<file path="config.mk">
export PLATFORM = sky130hd
export DESIGN_NAME = input_frontend
export DESIGN_NICKNAME = d
export VERILOG_FILES = /design/src/rtl/input_frontend.sv
export SDC_FILE = /design/constraint.sdc
export NUM_CORES = 1
export LEC_CHECK = 0
export CAP_MARGIN = 20
export CORE_MARGIN = 5
export CORE_UTILIZATION = 30
export CTS_CLUSTER_DIAMETER = 150
export DETAILED_ROUTE_END_ITERATION = 6
export PLACE_DENSITY = 0.51
export REMOVE_ABC_BUFFERS = 1
export SYNTH_ARGS = -nofsm -noshare
export SYNTH_HDL_FRONTEND = slang
export SYNTH_SLANG_ARGS = --single-unit
export TNS_END_PERCENT = 100
</file>
<file path="constraint.sdc">
create_clock -name CLK50M -period 1.8 [get_ports CLK50M]
set_input_delay 0.54 -clock CLK50M [delete_from_list [all_inputs] [get_ports CLK50M]]
set_output_delay 0.54 -clock CLK50M [all_outputs]
set_load 0.01 [all_outputs]
</file>
<file path="src/rtl/input_frontend.sv">
// -----------------------------------------------------------------------------
// input_frontend
//
// Front-panel input stage: debounces NKEYS push-buttons, emits a clean level
// and a single-cycle press pulse per key, and captures the switch word into a
// holding register when the designated latch key is pressed. The holding
// register is presented on databus only while Extrn_Enable is high.
//
// Optional feature macro: INPUT_SYNC2_EN
//   defined   -> RawKeys and RawData pass through two-flop synchronizers
//                (two extra cycles of latency on every path, flops reset to 0)
//   undefined -> inputs are sampled directly (already synchronous source)
// -----------------------------------------------------------------------------
module input_frontend #(
  parameter int WIDTH           = 10,
  parameter int NKEYS           = 2,
  parameter int DEBOUNCE_CYCLES = 500000,
  parameter int LATCH_KEY       = 1
) (
  input  logic             CLK50M,
  input  logic             Reset,
  input  logic [WIDTH-1:0] RawData,
  input  logic [NKEYS-1:0] RawKeys,
  input  logic             Extrn_Enable,
  output logic [NKEYS-1:0] KeyLevel,
  output logic [NKEYS-1:0] KeyPulse,
  output logic [WIDTH-1:0] databus,
  output logic [1:0]       data2bit,
  output logic             DataValid
);

  // Counter is wide enough to hold DEBOUNCE_CYCLES, although it only ever
  // reaches DEBOUNCE_CYCLES-1 before the level change is accepted.
  localparam int CW = $clog2(DEBOUNCE_CYCLES + 1);
  localparam logic [CW-1:0] CNT_LAST = CW'(DEBOUNCE_CYCLES - 1);
  localparam logic [CW-1:0] CNT_ONE  = CW'(1);

  // Debounce FSM encoding (shared by every key instance).
  localparam logic [1:0] ST_IDLE      = 2'd0;  // stable released, level 0
  localparam logic [1:0] ST_PRESS_CHK = 2'd1;  // counting consecutive high samples
  localparam logic [1:0] ST_HELD      = 2'd2;  // stable pressed, level 1
  localparam logic [1:0] ST_REL_CHK   = 2'd3;  // counting consecutive low samples

  // Values actually seen by the debouncers and the holding register.
  logic [NKEYS-1:0] key_sample;
  logic [WIDTH-1:0] data_sample;

`ifdef INPUT_SYNC2_EN
  logic [NKEYS-1:0] key_meta_reg;
  logic [NKEYS-1:0] key_sync_reg;
  logic [WIDTH-1:0] data_meta_reg;
  logic [WIDTH-1:0] data_sync_reg;

  // Two-flop synchronizers for the asynchronous board inputs.
  always_ff @(posedge CLK50M) begin
    if (Reset) begin
      key_meta_reg  <= '0;
      key_sync_reg  <= '0;
      data_meta_reg <= '0;
      data_sync_reg <= '0;
    end else begin
      key_meta_reg  <= RawKeys;
      key_sync_reg  <= key_meta_reg;
      data_meta_reg <= RawData;
      data_sync_reg <= data_meta_reg;
    end
  end

  assign key_sample  = key_sync_reg;
  assign data_sample = data_sync_reg;
`else
  assign key_sample  = RawKeys;
  assign data_sample = RawData;
`endif

  // Per-key pulse vector gathered from the debouncer instances.
  logic [NKEYS-1:0] pulse_vec;

  genvar gi;
  generate
    for (gi = 0; gi < NKEYS; gi++) begin : g_key
      logic [1:0]    state_reg;
      logic [1:0]    state_next;
      logic [CW-1:0] cnt_reg;
      logic [CW-1:0] cnt_next;
      logic          level_reg;
      logic          level_next;
      logic          pulse_reg;
      logic          pulse_next;

      // Next-state logic: a level change is accepted only after
      // DEBOUNCE_CYCLES consecutive samples at the new value; any sample
      // back at the old value abandons the check.
      always_comb begin
        state_next = state_reg;
        cnt_next   = cnt_reg;
        level_next = level_reg;
        pulse_next = 1'b0;
        case (state_reg)
          ST_IDLE: begin
            if (key_sample[gi]) begin
              state_next = ST_PRESS_CHK;
              cnt_next   = CNT_ONE;
            end else begin
              cnt_next   = '0;
            end
          end
          ST_PRESS_CHK: begin
            if (!key_sample[gi]) begin
              state_next = ST_IDLE;
              cnt_next   = '0;
            end else if (cnt_reg == CNT_LAST) begin
              state_next = ST_HELD;
              cnt_next   = '0;
              level_next = 1'b1;
              pulse_next = 1'b1;
            end else begin
              cnt_next   = cnt_reg + CNT_ONE;
            end
          end
          ST_HELD: begin
            if (!key_sample[gi]) begin
              state_next = ST_REL_CHK;
              cnt_next   = CNT_ONE;
            end else begin
              cnt_next   = '0;
            end
          end
          ST_REL_CHK: begin
            if (key_sample[gi]) begin
              state_next = ST_HELD;
              cnt_next   = '0;
            end else if (cnt_reg == CNT_LAST) begin
              // Release is accepted silently: pulses mark presses only.
              state_next = ST_IDLE;
              cnt_next   = '0;
              level_next = 1'b0;
            end else begin
              cnt_next   = cnt_reg + CNT_ONE;
            end
          end
          default: begin
            state_next = ST_IDLE;
            cnt_next   = '0;
            level_next = 1'b0;
          end
        endcase
      end

      // Debouncer state registers; reset forces the key to re-qualify.
      always_ff @(posedge CLK50M) begin
        if (Reset) begin
          state_reg <= ST_IDLE;
          cnt_reg   <= '0;
          level_reg <= 1'b0;
          pulse_reg <= 1'b0;
        end else begin
          state_reg <= state_next;
          cnt_reg   <= cnt_next;
          level_reg <= level_next;
          pulse_reg <= pulse_next;
        end
      end

      assign KeyLevel[gi]  = level_reg;
      assign pulse_vec[gi] = pulse_reg;
    end
  endgenerate

  assign KeyPulse = pulse_vec;

  logic [WIDTH-1:0] hold_reg;
  logic             valid_reg;

  // Holding register: loads on the cycle the latch key's press pulse is
  // visible; DataValid marks the first cycle the new value is visible.
  always_ff @(posedge CLK50M) begin
    if (Reset) begin
      hold_reg  <= '0;
      valid_reg <= 1'b0;
    end else begin
      valid_reg <= pulse_vec[LATCH_KEY];
      if (pulse_vec[LATCH_KEY]) begin
        hold_reg <= data_sample;
      end
    end
  end

  // Bus is gated to zero rather than tri-stated; enable never affects loading.
  assign databus   = Extrn_Enable ? hold_reg : '0;
  assign data2bit  = hold_reg[1:0];
  assign DataValid = valid_reg;

endmodule

</file>
Yosys cells after proc, flatten, opt, wreduce, memory -nomap -nowiden
Index checks and enable logic that the tools add are counted.

Output and inout bits: 17. Register bits: 57. Bits of input ports: 15. Word-level logic and storage cells: 89.

Reduce and logical (&&, ||, !) cells: 10. Muxes and demuxes: 39. Bitwise operators: 4. Eq/ne operators: 24. Add/subtract/negate cells: 2.

Operators with widths (count): $pmux 19 s4 (2); $mux 19 (6); $add 19x1->19 const B (2); $eq 19x19->1 const B (2); $mux 2 (12); $ne 2x2->1 const B (12); $pmux 2 s4 (2); $mux 1 (14); $ne 3x3->1 const B (4); $mux 10 (1); $reduce_and 5->1 (2); $eq 2x2->1 const B (4); $reduce_and 4->1 (2); $reduce_or 3->1 (2); $eq 2x1->1 const B (2); $logic_not 2->1 (2); $not 1->1 (4); $pmux 1 s2 (2); $reduce_bool 2->1 (2).

Logic depth before layout (Yosys ltp)
Word-level depth: 4. Mapped depth: 7. Depth with buffers taken out: 5.

Least setup slack after synthesis
No wires, ideal clock.

Path kind: register to register. Start point: reg g_key[1].cnt_reg[0]. End point: reg g_key[1].cnt_reg[10]. Stages on the path, launching flop included: 8. Buffers on the path: 2. Arrival: 1.684 ns. Slack: -0.002 ns. Required time: 1.683 ns. Clock period less this slack: 1.802 ns. Setup time: 0.117 ns. Path through: dfxtp_1 > ha_1 > and4_1 > clkbuf_1 > nand2_1 > o2111ai_2 > buf_2 > nor2_1.

Longest elaborated chain between the ends: 4. Elaborated cells between the ends (all ways): 6. Classes of those cells: add/sub (1); eq/ne (1); mux (4).

Ends and longest elaborated chain: start: declaration (line 84) `logic [CW-1:0] cnt_reg;`; start signal: assignment (line 159) `cnt_reg <= cnt_next;`; $add 19x1->19 or $eq 19x19->1 (tied branches); $mux 19 * (line 112, 133); $mux 19 (on tied branches) (line 130, 109); $pmux 19 s4 * (line 99) `case (state_reg)`.

Mark *: on every way between the ends. The rest lies on a longest branch, timed or not. A chain may end at the register's enable or synchronous reset.

Worst setup path after layout
Start point: reg hold_reg[0]. End point: out data2bit[0].

RTL lines: start: declaration (line 172) `logic [WIDTH-1:0] hold_reg;`; start signal: assignment (line 184) `hold_reg <= data_sample;`; end: declaration (line 28) `output logic [1:0] data2bit,`.

No word-level cell between the ends.

==> flow_summary.toml <==
[run_status]
run_status = "complete, no violations"

[routing]
route.detailed.vias_per_inst = 4.67
wl_per_cell_um = 12.1
wl_met3_um = 256
dr_total_vias = 2207
detailroute.wirelength.met2_mm = 2.36
top_signal_layer_used = "met4"
initialDrtViolationCount = 91
detail-route-antenna-nets = 0
remaining_drc_errors = 0
detail_route.wirelength.met1_mm = 3.01
route.final.wire_length_mm = 5.74
detailedRoute.firstPassIterationCount = 4

[global_routing]
grt_pass1_vias = 2137
grt_first_pass_wirelength_mm = 9.92
grt_antenna_before_repair = 0
grt_overflow_total = 0
grt_usage_pct = 11.7
grt_max_degree = 19

[synth]
sequential_cell_area_fraction_in_the_yosys_report_pct = 43.5
synth_top_area_cell = "sky130_fd_sc_hd__dfxtp_1"
seq_cells_post_synth = 57
dominant_combinational_cell_family_by_area_after_synthesis = "simple AND/OR/NAND/NOR gates"
synth.area.mux_share_pct = 3.82
synth_top_area_share_pct = 43.5
synth-simple-area-share_pct = 29.1
avgSynthCellArea_um2 = 8.89
ys_warn_count = 0
netlist-cell-type-count = 41
syn-instance-count = 295
synth_adder_area_share_pct = 0.955
synth_xor_xnor_area_share_pct = 8.69
netlist_area_um2 = 2620
synth_area_in_compound_gates_pct = 9.07
yosys-top-cells-area = "sky130_fd_sc_hd__dfxtp_1 (44%), sky130_fd_sc_hd__nor2_1 (6.2%), sky130_fd_sc_hd__xor2_1 (5.3%)"

[floorplanning]
dieArea_um2 = 10700
fp-row-count = 34
io_pins = 32
effective_utilization_at_floorplan_pct = 30.4
die_height_um = 103
floorplan.die.width_um = 103
placeableCoreArea_um2 = 8640

[cells_and_area]
antenna_cells_inserted = 0
nNetsFinal = 377
layout.cells.most_common_list = "sky130_fd_sc_hd__dfxtp_1 (53), sky130_fd_sc_hd__nor2_1 (43), sky130_fd_sc_hd__buf_4 (37), sky130_fd_sc_hd__clkdlybuf4s50_1 (18), sky130_fd_sc_hd__nand3_1 (17)"
most_frequent_standard_cell_in_the_layout_excluding_fill_and_tap_cells = "sky130_fd_sc_hd__dfxtp_1"
largest_register_ff_count = 38
final-seq-area_um2 = 1150
layout-drive-gt1-share_pct = 18.9
n_fill_cell = 880
flow.area_growth_from_synthesis_pct = 33.7
multi_input_area_um2 = 1380

[worst_setup_path]
cp_slowest_stage_delay_ps = 540
crit_path_end_kind = "output port"
slowest_stage = "sky130_fd_sc_hd__clkdlybuf4s50_1"
crit_chain = "clkdlybuf4s50_1"
timing_worst_setup_path_type = "reg -> out"
path_delay_family = "buffers and inverters"
cp.required_ps = 1260
worst-path-max-fanout = 3
worstPathArrival_ps = 1210
cp_num_buf_inv = 1
crit_path_start_kind = "flip-flop"
reg2regPathDepth = 4
path_depth = 1

[clock_network]
clk_path_buf_depth = 2
clkSlewWorstSetupHoldPaths_ps = 60
cts-buffers-inserted = 9
holdBufCountCts = 0
cts_tree = "done"
clock_sinks = 57
clock-root-buffer = "sky130_fd_sc_hd__clkbuf_8"
htree_levels = 3
insertion_delay_ps = 330

[sta]
fin_hold_viols = 0
remaining_max_slew_budget_at_the_tightest_pin_pct = 67.3
fin_tns_setup_ps = 0
timing.final.setup_violations = 0
layout_worst_path_cycle_share_pct = 97.2
report.final.slew_viol_count = 0
timing.final.ws_setup_ps = 50.8
worst_pin_slew_ps = 486
final_period_minus_worst_setup_slack_ps = 1750
peak_freq_ghz = 0.572
fin_worst_skew_ps = 9.19
grt_setup_unrepaired = "false"

[placement]
numPortBuffers = 31
hpwlAfterDp_mm = 4.24
globalplace.congestion = 0.726
dpl_worst_slack_ps = -624

[pwr]
combinational_power_share_pct = 3.9
netSwitchingPower_w = 0.000525
clockPowerShare_pct = 45.6
vdd.ir_drop.worst_mv = 0.270
p_int_w = 0.00200
power.share.sequential_pct = 50.5
power-per-cell-area_nw_per_um2 = 721
leakage_power_total_nw = 1.28
switching_share_pct = 20.8

[min_path]
hold_path_class = "reg -> reg"
whs_path_depth = 2

[run]
maxCapViolations = 0
[path summary, 6_finish.rpt]
kind	startpoint	end	slack (ps)
setup / recovery	hold_reg[0]$_SDFFE_PP0P_	data2bit[0]	50
hold / removal	hold_reg[6]$_SDFFE_PP0P_	hold_reg[6]$_SDFFE_PP0P_	480
setup reg to reg	g_key[0].cnt_reg[4]$_SDFF_PP0_	g_key[0].cnt_reg[18]$_SDFF_PP0_	60
hold reg to reg	hold_reg[6]$_SDFFE_PP0P_	hold_reg[6]$_SDFFE_PP0P_	480
[routing by layer]
metal / track usage (%) / vias up
li1: - / 1162
met1: 16.5 / 1000
met2: 17.0 / 35
met3: 1.88 / 10
met4: 6.37 / 0
met5: 0 / -
[logic make-up (layout without fill, tap and decap cells)]
| family | after synthesis | in the layout |
|---|---|---|
| flip-flops | 57 | 57 |
| adder cells (fa/ha/maj) | 2 | 2 |
| AO/OA/AOI/OAI | 35 | 35 |
| multiplexers | 10 | 10 |
| buffers and inverters | 27 | 97 |
| XOR/XNOR | 26 | 26 |
| AND/OR/NAND/NOR | 138 | 138 |
[area by class of cell]
cell class / count / area share (%)
multi-input cells: 211 / 39.5
flip-flops and latches: 57 / 32.7
well taps: 108 / 3.86
inverters: 12 / 1.29
clock inverters: 3 / 1.14
clock buffers: 13 / 4.25
repair buffers: 69 / 17.3
[what timing repair did]
action	in CTS	in global routing
setup endpoints to repair	20	19
setup buffers	0	1
resized for setup	17	10
pin swaps	0	1
cloned	0	0
[through the flow]
step	instances	hold slack (ps)	instance area [µm²]	utilization (%)	power, W
5_1_grt	473	510	3500	40.6	0.00263
6_report	473	485	3500	40.6	0.00253
2_1_floorplan	280	452	2540	-	0.00133
3_5_place_dp	456	479	3290	38.1	0.00140
4_1_cts	472	490	3470	40.1	0.00258
3_3_place_gp	456	473	3290	38.1	0.00140
[Yosys cell counts]
library cell                instances
sky130_fd_sc_hd__dfxtp_1           57
sky130_fd_sc_hd__nor2_1            43
sky130_fd_sc_hd__nand3_1           17
sky130_fd_sc_hd__xor2_1            16
sky130_fd_sc_hd__nand2_1           13
sky130_fd_sc_hd__a21oi_1           11
sky130_fd_sc_hd__and2_1            11
sky130_fd_sc_hd__inv_1             11
sky130_fd_sc_hd__mux2i_1           10
sky130_fd_sc_hd__nand4_1           10
sky130_fd_sc_hd__o21ai_0           10
sky130_fd_sc_hd__xnor2_1           10
sky130_fd_sc_hd__or3_1              8
sky130_fd_sc_hd__nor4_1             7
sky130_fd_sc_hd__buf_4              6
sky130_fd_sc_hd__and3_1             5
sky130_fd_sc_hd__and4_1             5
sky130_fd_sc_hd__clkbuf_1           5
sky130_fd_sc_hd__nor3_1             5
sky130_fd_sc_hd__o21a_1             4
sky130_fd_sc_hd__buf_2              3
sky130_fd_sc_hd__nor4bb_1           3
sky130_fd_sc_hd__ha_1               2
sky130_fd_sc_hd__nand4b_1           2
sky130_fd_sc_hd__o211ai_1           2
sky130_fd_sc_hd__o21bai_1           2
sky130_fd_sc_hd__or4_1              2
sky130_fd_sc_hd__or4_4              2
sky130_fd_sc_hd__a21oi_2            1
sky130_fd_sc_hd__a31o_2             1
sky130_fd_sc_hd__a31oi_1            1
sky130_fd_sc_hd__buf_1              1
sky130_fd_sc_hd__clkinv_1           1
sky130_fd_sc_hd__nand3b_1           1
sky130_fd_sc_hd__nand4_2            1
sky130_fd_sc_hd__nand4_4            1
sky130_fd_sc_hd__nor2b_1            1
sky130_fd_sc_hd__nor4b_1            1
sky130_fd_sc_hd__o2111ai_2          1
sky130_fd_sc_hd__o2111ai_4          1
sky130_fd_sc_hd__o31ai_1            1
[power groups by stage]
| stage | registers, W | logic (W) | clock network, W |
|---|---|---|---|
| floorplan | 0.00130 | 0.0000246 | 0 |
| global placement | 0.00130 | 0.0000999 | 0 |
| detailed placement | 0.00130 | 0.000101 | 0 |
| CTS | 0.00127 | 0.000101 | 0.00120 |
| global route | 0.00128 | 0.000111 | 0.00125 |
| finish | 0.00128 | 0.0000993 | 0.00115 |
Power figures use the tool's default switching activity.
